===== src/rtl/div_sub_pkg.sv =====
// Shared definitions for the repeated-subtraction divider: default operand
// width (common with the multiplier datapath) and controller state encoding.
package div_sub_pkg;

  localparam int DEFAULT_WIDTH = 16;

  localparam logic [1:0] S_IDLE = 2'd0;
  localparam logic [1:0] S_RUN  = 2'd1;
  localparam logic [1:0] S_DONE = 2'd2;

  typedef enum logic [1:0] {
    ST_IDLE = S_IDLE,
    ST_RUN  = S_RUN,
    ST_DONE = S_DONE
  } div_state_t;

endpackage : div_sub_pkg


===== src/rtl/div_sub_sub_cmp.sv =====
// Combinational compare/subtract step for the divider: reports R>=B, the
// difference R-B and whether the divisor is zero.
module sub_cmp
  import div_sub_pkg::*;
#(
  parameter int WIDTH = DEFAULT_WIDTH
) (
  input  logic [WIDTH-1:0] r,
  input  logic [WIDTH-1:0] b,
  output logic             ge,
  output logic [WIDTH-1:0] diff,
  output logic             bz
);

  // diff is only consumed when ge is set, so the wrap below zero never matters.
  assign ge   = (r >= b);
  assign diff = r - b;
  assign bz   = (b == '0);

endmodule : sub_cmp


===== src/rtl/div_sub.sv =====
// Sequential unsigned divider by repeated subtraction with an integrated
// IDLE/RUN/DONE controller and a start/done handshake.
module div_sub
  import div_sub_pkg::*;
#(
  parameter int WIDTH = DEFAULT_WIDTH
) (
  input  logic             clk,
  input  logic             rst_n,
  input  logic             start,
  input  logic [WIDTH-1:0] dataa,
  input  logic [WIDTH-1:0] datab,
  output logic             busy,
  output logic             done,
  output logic             div_zero,
  output logic [WIDTH-1:0] quot,
  output logic [WIDTH-1:0] rem
);

  // Handshake: start is sampled only while idle (busy low) and is never queued;
  // dataa/datab are captured on that same edge. done is a one-cycle pulse and
  // quot/rem/div_zero stay valid from done until the next accepted start.

  div_state_t       state;
  logic [WIDTH-1:0] r_q;
  logic [WIDTH-1:0] b_q;
  logic [WIDTH-1:0] q_q;

  logic             ge;
  logic             bz;
  logic [WIDTH-1:0] diff;

  sub_cmp #(.WIDTH(WIDTH)) u_sub_cmp (
    .r    (r_q),
    .b    (b_q),
    .ge   (ge),
    .diff (diff),
    .bz   (bz)
  );

  always_ff @(posedge clk) begin
    if (!rst_n) begin
      state    <= ST_IDLE;
      r_q      <= '0;
      b_q      <= '0;
      q_q      <= '0;
      busy     <= 1'b0;
      done     <= 1'b0;
      div_zero <= 1'b0;
      quot     <= '0;
      rem      <= '0;
    end else begin
      case (state)
        ST_IDLE: begin
          done <= 1'b0;
          if (start) begin
            r_q      <= dataa;
            b_q      <= datab;
            q_q      <= '0;
            div_zero <= 1'b0;
            busy     <= 1'b1;
            state    <= ST_RUN;
          end
        end
        ST_RUN: begin
          // Zero divisor is resolved before the compare, which would otherwise loop forever.
          if (bz) begin
            div_zero <= 1'b1;
            quot     <= '1;
            rem      <= r_q;
            done     <= 1'b1;
            state    <= ST_DONE;
          end else if (ge) begin
            r_q <= diff;
            q_q <= q_q + WIDTH'(1);
          end else begin
            quot  <= q_q;
            rem   <= r_q;
            done  <= 1'b1;
            state <= ST_DONE;
          end
        end
        ST_DONE: begin
          done  <= 1'b0;
          busy  <= 1'b0;
          state <= ST_IDLE;
        end
        default: begin
          done  <= 1'b0;
          busy  <= 1'b0;
          state <= ST_IDLE;
        end
      endcase
    end
  end

endmodule : div_sub


===== config.mk =====
export PLATFORM = sky130hd
export DESIGN_NAME = div_sub
export DESIGN_NICKNAME = d
export VERILOG_FILES = /design/src/rtl/div_sub_pkg.sv /design/src/rtl/div_sub_sub_cmp.sv /design/src/rtl/div_sub.sv
export SDC_FILE = /design/constraint.sdc
export NUM_CORES = 1
export LEC_CHECK = 0
export ABC_AREA = 1
export CAP_MARGIN = 20
export CORE_MARGIN = 2
export CORE_UTILIZATION = 36
export CTS_CLUSTER_DIAMETER = 150
export DETAILED_ROUTE_END_ITERATION = 8
export HOLD_SLACK_MARGIN = 0.08
export PLACE_DENSITY_LB_ADDON = 0.2
export SKIP_CTS_REPAIR_TIMING = 1
export SYNTH_ARGS = -nofsm -noshare
export SYNTH_HDL_FRONTEND = slang
export SYNTH_HIERARCHICAL = 1
export SYNTH_SLANG_ARGS = --single-unit

===== constraint.sdc =====
create_clock -name clk -period 2.6 [get_ports clk]
set_input_delay 0.39 -clock clk [delete_from_list [all_inputs] [get_ports clk]]
set_output_delay 0.39 -clock clk [all_outputs]
set_load 0.05 [all_outputs]

# After elaboration in Yosys (flattened, before gate mapping)
# Index checks and enable logic that the tools add are counted.
dict set report classes {
  n_addsub 2
  mux 23
  magnitude_cmp 1
  n_reduce_logical 10
  bitwise_logic 1
  eq_ne 7
}
# operator n
set ops {}
lappend ops {{16-bit 2-to-1 mux} 10}
lappend ops {{16-bit one-hot mux with 2 select lines} 2}
lappend ops {{16-bit by 1-bit adder with 16-bit output (second input constant)} 1}
lappend ops {{16-bit >= comparator} 1}
lappend ops {{16-bit zero test} 1}
lappend ops {{16-bit subtractor} 1}
lappend ops {{2-bit AND reduction} 5}
lappend ops {{2-bit inequality test (second input constant)} 4}
lappend ops {{2-bit 2-to-1 mux} 3}
lappend ops {{1-bit 2-to-1 mux} 5}
lappend ops {{1-bit one-hot mux with 2 select lines} 2}
lappend ops {{2-bit one-hot mux with 2 select lines} 1}
lappend ops {{4-bit AND reduction} 1}
lappend ops {{3-bit inequality test (second input constant)} 1}
lappend ops {{3-bit AND reduction} 1}
lappend ops {{2-bit by 1-bit equality test with 1-bit output (second input constant)} 1}
lappend ops {{2-bit zero test} 1}
lappend ops {{2-bit by 1-bit inequality test with 1-bit output (second input constant)} 1}
lappend ops {{2-bit nonzero test} 1}
lappend ops {{1-bit inverter} 1}
dict set report totals {
  word_cells 53
  regBits 85
  output_inout_bits 35
  inputBits 35
}

# Longest topological paths before layout
dict set report depth {
  depth_word 4
  mapped_depth 20
  ltp_nobuf 19
}

# Cells and area by module
# The synthesis kept the hierarchy.
# module instances seq_area_each_um2 cells_per_inst area_per_inst_um2
set modules_own_cells {}
lappend modules_own_cells {div_sub 1 1701.6 447 3429.5}
lappend modules_own_cells {sub_cmp 1 0.0 220 1099.8}

# Least setup slack after synthesis
# OpenSTA, ideal clock, no wires.
dict set report synth_timing {
  path_type {reg2reg}
  start {register r_q[0]}
  end {register q_q[8]}
  t_required_ns 2.491
  stages_incl_launch_ff 21
  arrival_ns 2.186
  period_less_slack_ns 2.294
  setup_time_ns 0.109
  path_slack_ns 0.306
  n_path_buf 1
  cell_sequence {dfxtp_1 > inv_1 > ha_1 > fa_1 > inv_1 > nand3_1 > nand3_1 > nand2_1 > nand3_1 > nand2_1 > nand3_1 > inv_1 > nor2_4 > nand2_4 > nand2_2 > buf_6 > nand2_1 > nand2_1 > o21ai_0 > nand2_1 > inv_1}
}
dict set report synth_between {
  elab_chain_cells 3
}
# element line_no
set synth_lines {}
lappend synth_lines {{start: declaration} div_sub.sv:25} ;# logic [WIDTH-1:0] r_q;
lappend synth_lines {{start signal: assignment} div_sub.sv:57} ;# r_q <= dataa;
lappend synth_lines {{start signal: assignment} div_sub.sv:74} ;# r_q <= diff;
lappend synth_lines {{16-bit >= comparator} div_sub_sub_cmp.sv:16} ;# assign ge = (r >= b);
lappend synth_lines {{named net ge} div_sub.sv:29} ;# logic ge;
lappend synth_lines {{2-bit inequality test (no line)} -}
lappend synth_lines {{4-bit AND reduction (no line)} -}
lappend synth_lines {{end signal: assignment} div_sub.sv:75} ;# q_q <= q_q + WIDTH'(1);
lappend synth_lines {{end: declaration} div_sub.sv:27} ;# logic [WIDTH-1:0] q_q;
# The timed path passes the listed nets, and every way through them passes these cells.
# A chain may end at the register's enable or synchronous reset.

# Worst setup path after layout
dict set report layout_timing {
  start {register r_q[0]}
  end {register q_q[6]}
}
# The elaborated chain is that of the path after synthesis.

==> out/metrics.yaml <==
status: "complete, no violations"
comb_power_share_pct: 46.5
yosysTopAreaCellShare_pct: 37.57
cts_buffers: 9
reg2reg_from: "r_q[0]"
holdWs_ns: 0.3823
peakVddDrop_mv: 0.6291
ys_seq_area_share_pct: 37.57
crit_buf_inv: 4
post_route_cells_drive_above_1_share_pct: 8.086
clkPwrFrac_pct: 23.1
ff2ff_setup_slack_ns: 0.21
grt_max_degree: 56
finClkSkew_ns: 0.006865
cts_tree: "done"
p_total_uw: 5487
drc: 0
io_pins: 70
initial_core_util_pct: 37.24
power_frac_seq_pct: 30.4
finalSetupViolCount: 0
grt_pass1_wl_um: 20600
root_buffer: "clkbuf_16"
slowest_stage: "fa_2"
multi_input_area_mm2: 0.002416
syn_to_final_growth_pct: 27.35
crit_top_cell: "nand2_1"
drt-total-wl_um: 12300
switchingPower_uw: 2296
viasPerCell: 4.777
switching_share_pct: 41.85
synth_area_mm2: 0.004529
r2r_cells: 18
synthAdderAreaFrac_pct: 5.138
hold_depth: 3
crit_chain: "inv_1, ha_1, fa_2, inv_1, nand3_1, nand3_2, nand2_1, nand3_1, nand2_1, nand3_2, inv_2, nor2_4, nand2_4, nand2_8, buf_4, nand2_1, o21ai_0, nor2_1"
worstPathRequired_ns: 2.83
synth_most_common_cell: "nand2_1"
cp-start-kind: "register"
synth_compound_area_share_pct: 13.62
final_hold_viol_count: 0
synth_largest_area_cell: "dfxtp_1"
antenna_left: 0
fin_crit_ns: 2.385
rows: 40
intPower_uw: 3191
end_kind: "register"
ys_types: 32
port_buffers: 69
tns_ns: 0
critPathMaxStageDelay_ns: 0.35
whs_endpoint: "q_q[1]"
nets: 790
cap_violations: 0
grt_pass1_vias: 4263
n_fill_cell: 1291
syn_avg_cell_area_um2: 6.791
grt_usage_pct: 19.46
syn_inst: 667
die_area_mm2: 0.01349
worst_slew_pin_slew_ns: 0.5419
clk_latency_ns: 0.34
slew_violations: 0
clock_sinks: 85
synth_mux_area_share_pct: 0
drt_iter0_drc: 256
synth_simple_gate_area_share_pct: 32.18
synthXorXnorAreaFrac_pct: 1.354
hpwl_um: 9295
worstSetupPathType: "reg -> reg"
hp-class: "in -> reg"
die_h_um: 116.2
n_antenna_cell: 0
synth_nets: 720
power_density_mw_per_mm2: 951.3
crit_arrival_ns: 2.62
ys_warn_count: 6
core_area_mm2: 0.01216
antenna_found_initial: 0
cp_max_fo: 10
synth_common_cells: "152 x nand2_1, 113 x nor2_1, 85 x dfxtp_1"
synth.area.top_cells: "dfxtp_1 38%, nand2_1 13%, nor2_1 9.4%"
synth_top_family_by_area: "simple AND/OR/NAND/NOR gates"
rsz0062_at_grt: "no"
die_w_um: 116.2
fmax_mhz: 419.3
cts_max_level: 3
cp_top_family: "simple AND/OR/NAND/NOR gates"
clockBufferDepth: 2
grt_overflow_total: 0
synth-main-ff-cell: "dfxtp_1"
synth_edf_count: 0
place.gp.congestion: 0.8911
ys_ff_latch: 85
finalCritPeriodShare_pct: 91.74
r2r-end: "q_q[6]"
cts.clk_slew.worst_paths_ns: 0.06
min_from: "rst_n"
cellLeakagePower_uw: 0.002691
vias: 4347
wl_per_cell_um: 13.51
drt-pass1-iter-count: 4
async_flop_share_pct: 0
slew_headroom_pct: 63.76
regArea_mm2: 0.001703
==> per-layer routing <==
metal,track usage (%),routed length [um]
met5,0,0
met4,6.429,189
met3,4.463,678
met2,29.63,5281
met1,27.33,6148
==> stage by stage <==
stage	cells	instance area, um^2	utilization, %	setup slack, ns
final	910	5768	47.43	0.2149
after global routing	910	5768	47.43	0.01271
after CTS	908	5704	46.90	0.0008658
after detailed placement	892	5411	44.50	0.01743
after global placement	892	5411	44.50	0.1178
after floorplan	667	4529	-	0.3055
==> cells in the final DEF (no fill, tap or decap), types with 3 or more instances in the layout <==
cell type	instances
a21oi_1	22
a31oi_1	8
buf_4	13
clkbuf_16	9
clkdlybuf4s50_1	68
dfxtp_1	84
ha_1	15
inv_1	80
inv_2	4
nand2_1	151
nand2_2	8
nand3_1	42
nand4_1	10
nor2_1	113
nor2_4	3
nor3_1	5
o211a_1	16
o21ai_0	54
xor2_1	5
==> state kept, by name, indices dropped and copies added, names as in the netlist <==
name and flops:
b_q 16, q_q 16, quot 16, r_q 16
rem 16, state 2, busy 1, div_zero 1
done 1
==> worst min-delay path: stages <==
cell and delay, ns:
buf_2 0.16, nand2_1 0.09, inv_1 0.03
==> logic make-up (layout without fill, tap and decap cells) <==
| logic type | count (synthesis) | count (layout) |
|---|---|---|
| AO/OA/AOI/OAI | 103 | 103 |
| adder cells (fa/ha/maj) | 18 | 18 |
| buffers and inverters | 111 | 186 |
| flip-flops | 85 | 85 |
| AND/OR/NAND/NOR | 343 | 343 |
| XOR/XNOR | 7 | 7 |
==> worst max path at each step <==
stage	startpoint	to	slack, ns	depth (start not counted)
finish	r_q[0]	q_q[6]	0.21	18
global route	b_q[6]	quot[4]	0.01	17
CTS	r_q[0]	r_q[12]	0.0009	17
detailed placement	r_q[0]	r_q[12]	0.02	17
global placement	r_q[0]	r_q[15]	0.12	17
floorplan	r_q[0]	q_q[8]	0.31	20
==> power by group through the flow <==
stage / Combinational [uW] / Clock (uW) / Sequential [uW]
after floorplan: 1450 / 0 / 2010
after global placement: 2450 / 0 / 1690
after detailed placement: 2470 / 0 / 1690
after CTS: 2490 / 1290 / 1670
after global routing: 2850 / 1360 / 1690
final: 2550 / 1270 / 1670
==> area by class of cell <==
type	instances	area share [%]
Timing Repair Buffer	84	14.27
Multi-Input combinational cell	471	41.89
Sequential cell	85	29.52
Clock buffer	10	3.970
Tap cell	168	3.644
Clock inverter	6	1.106
Inverter	86	5.597
No activity file was read; power rests on OpenSTA's default activity.
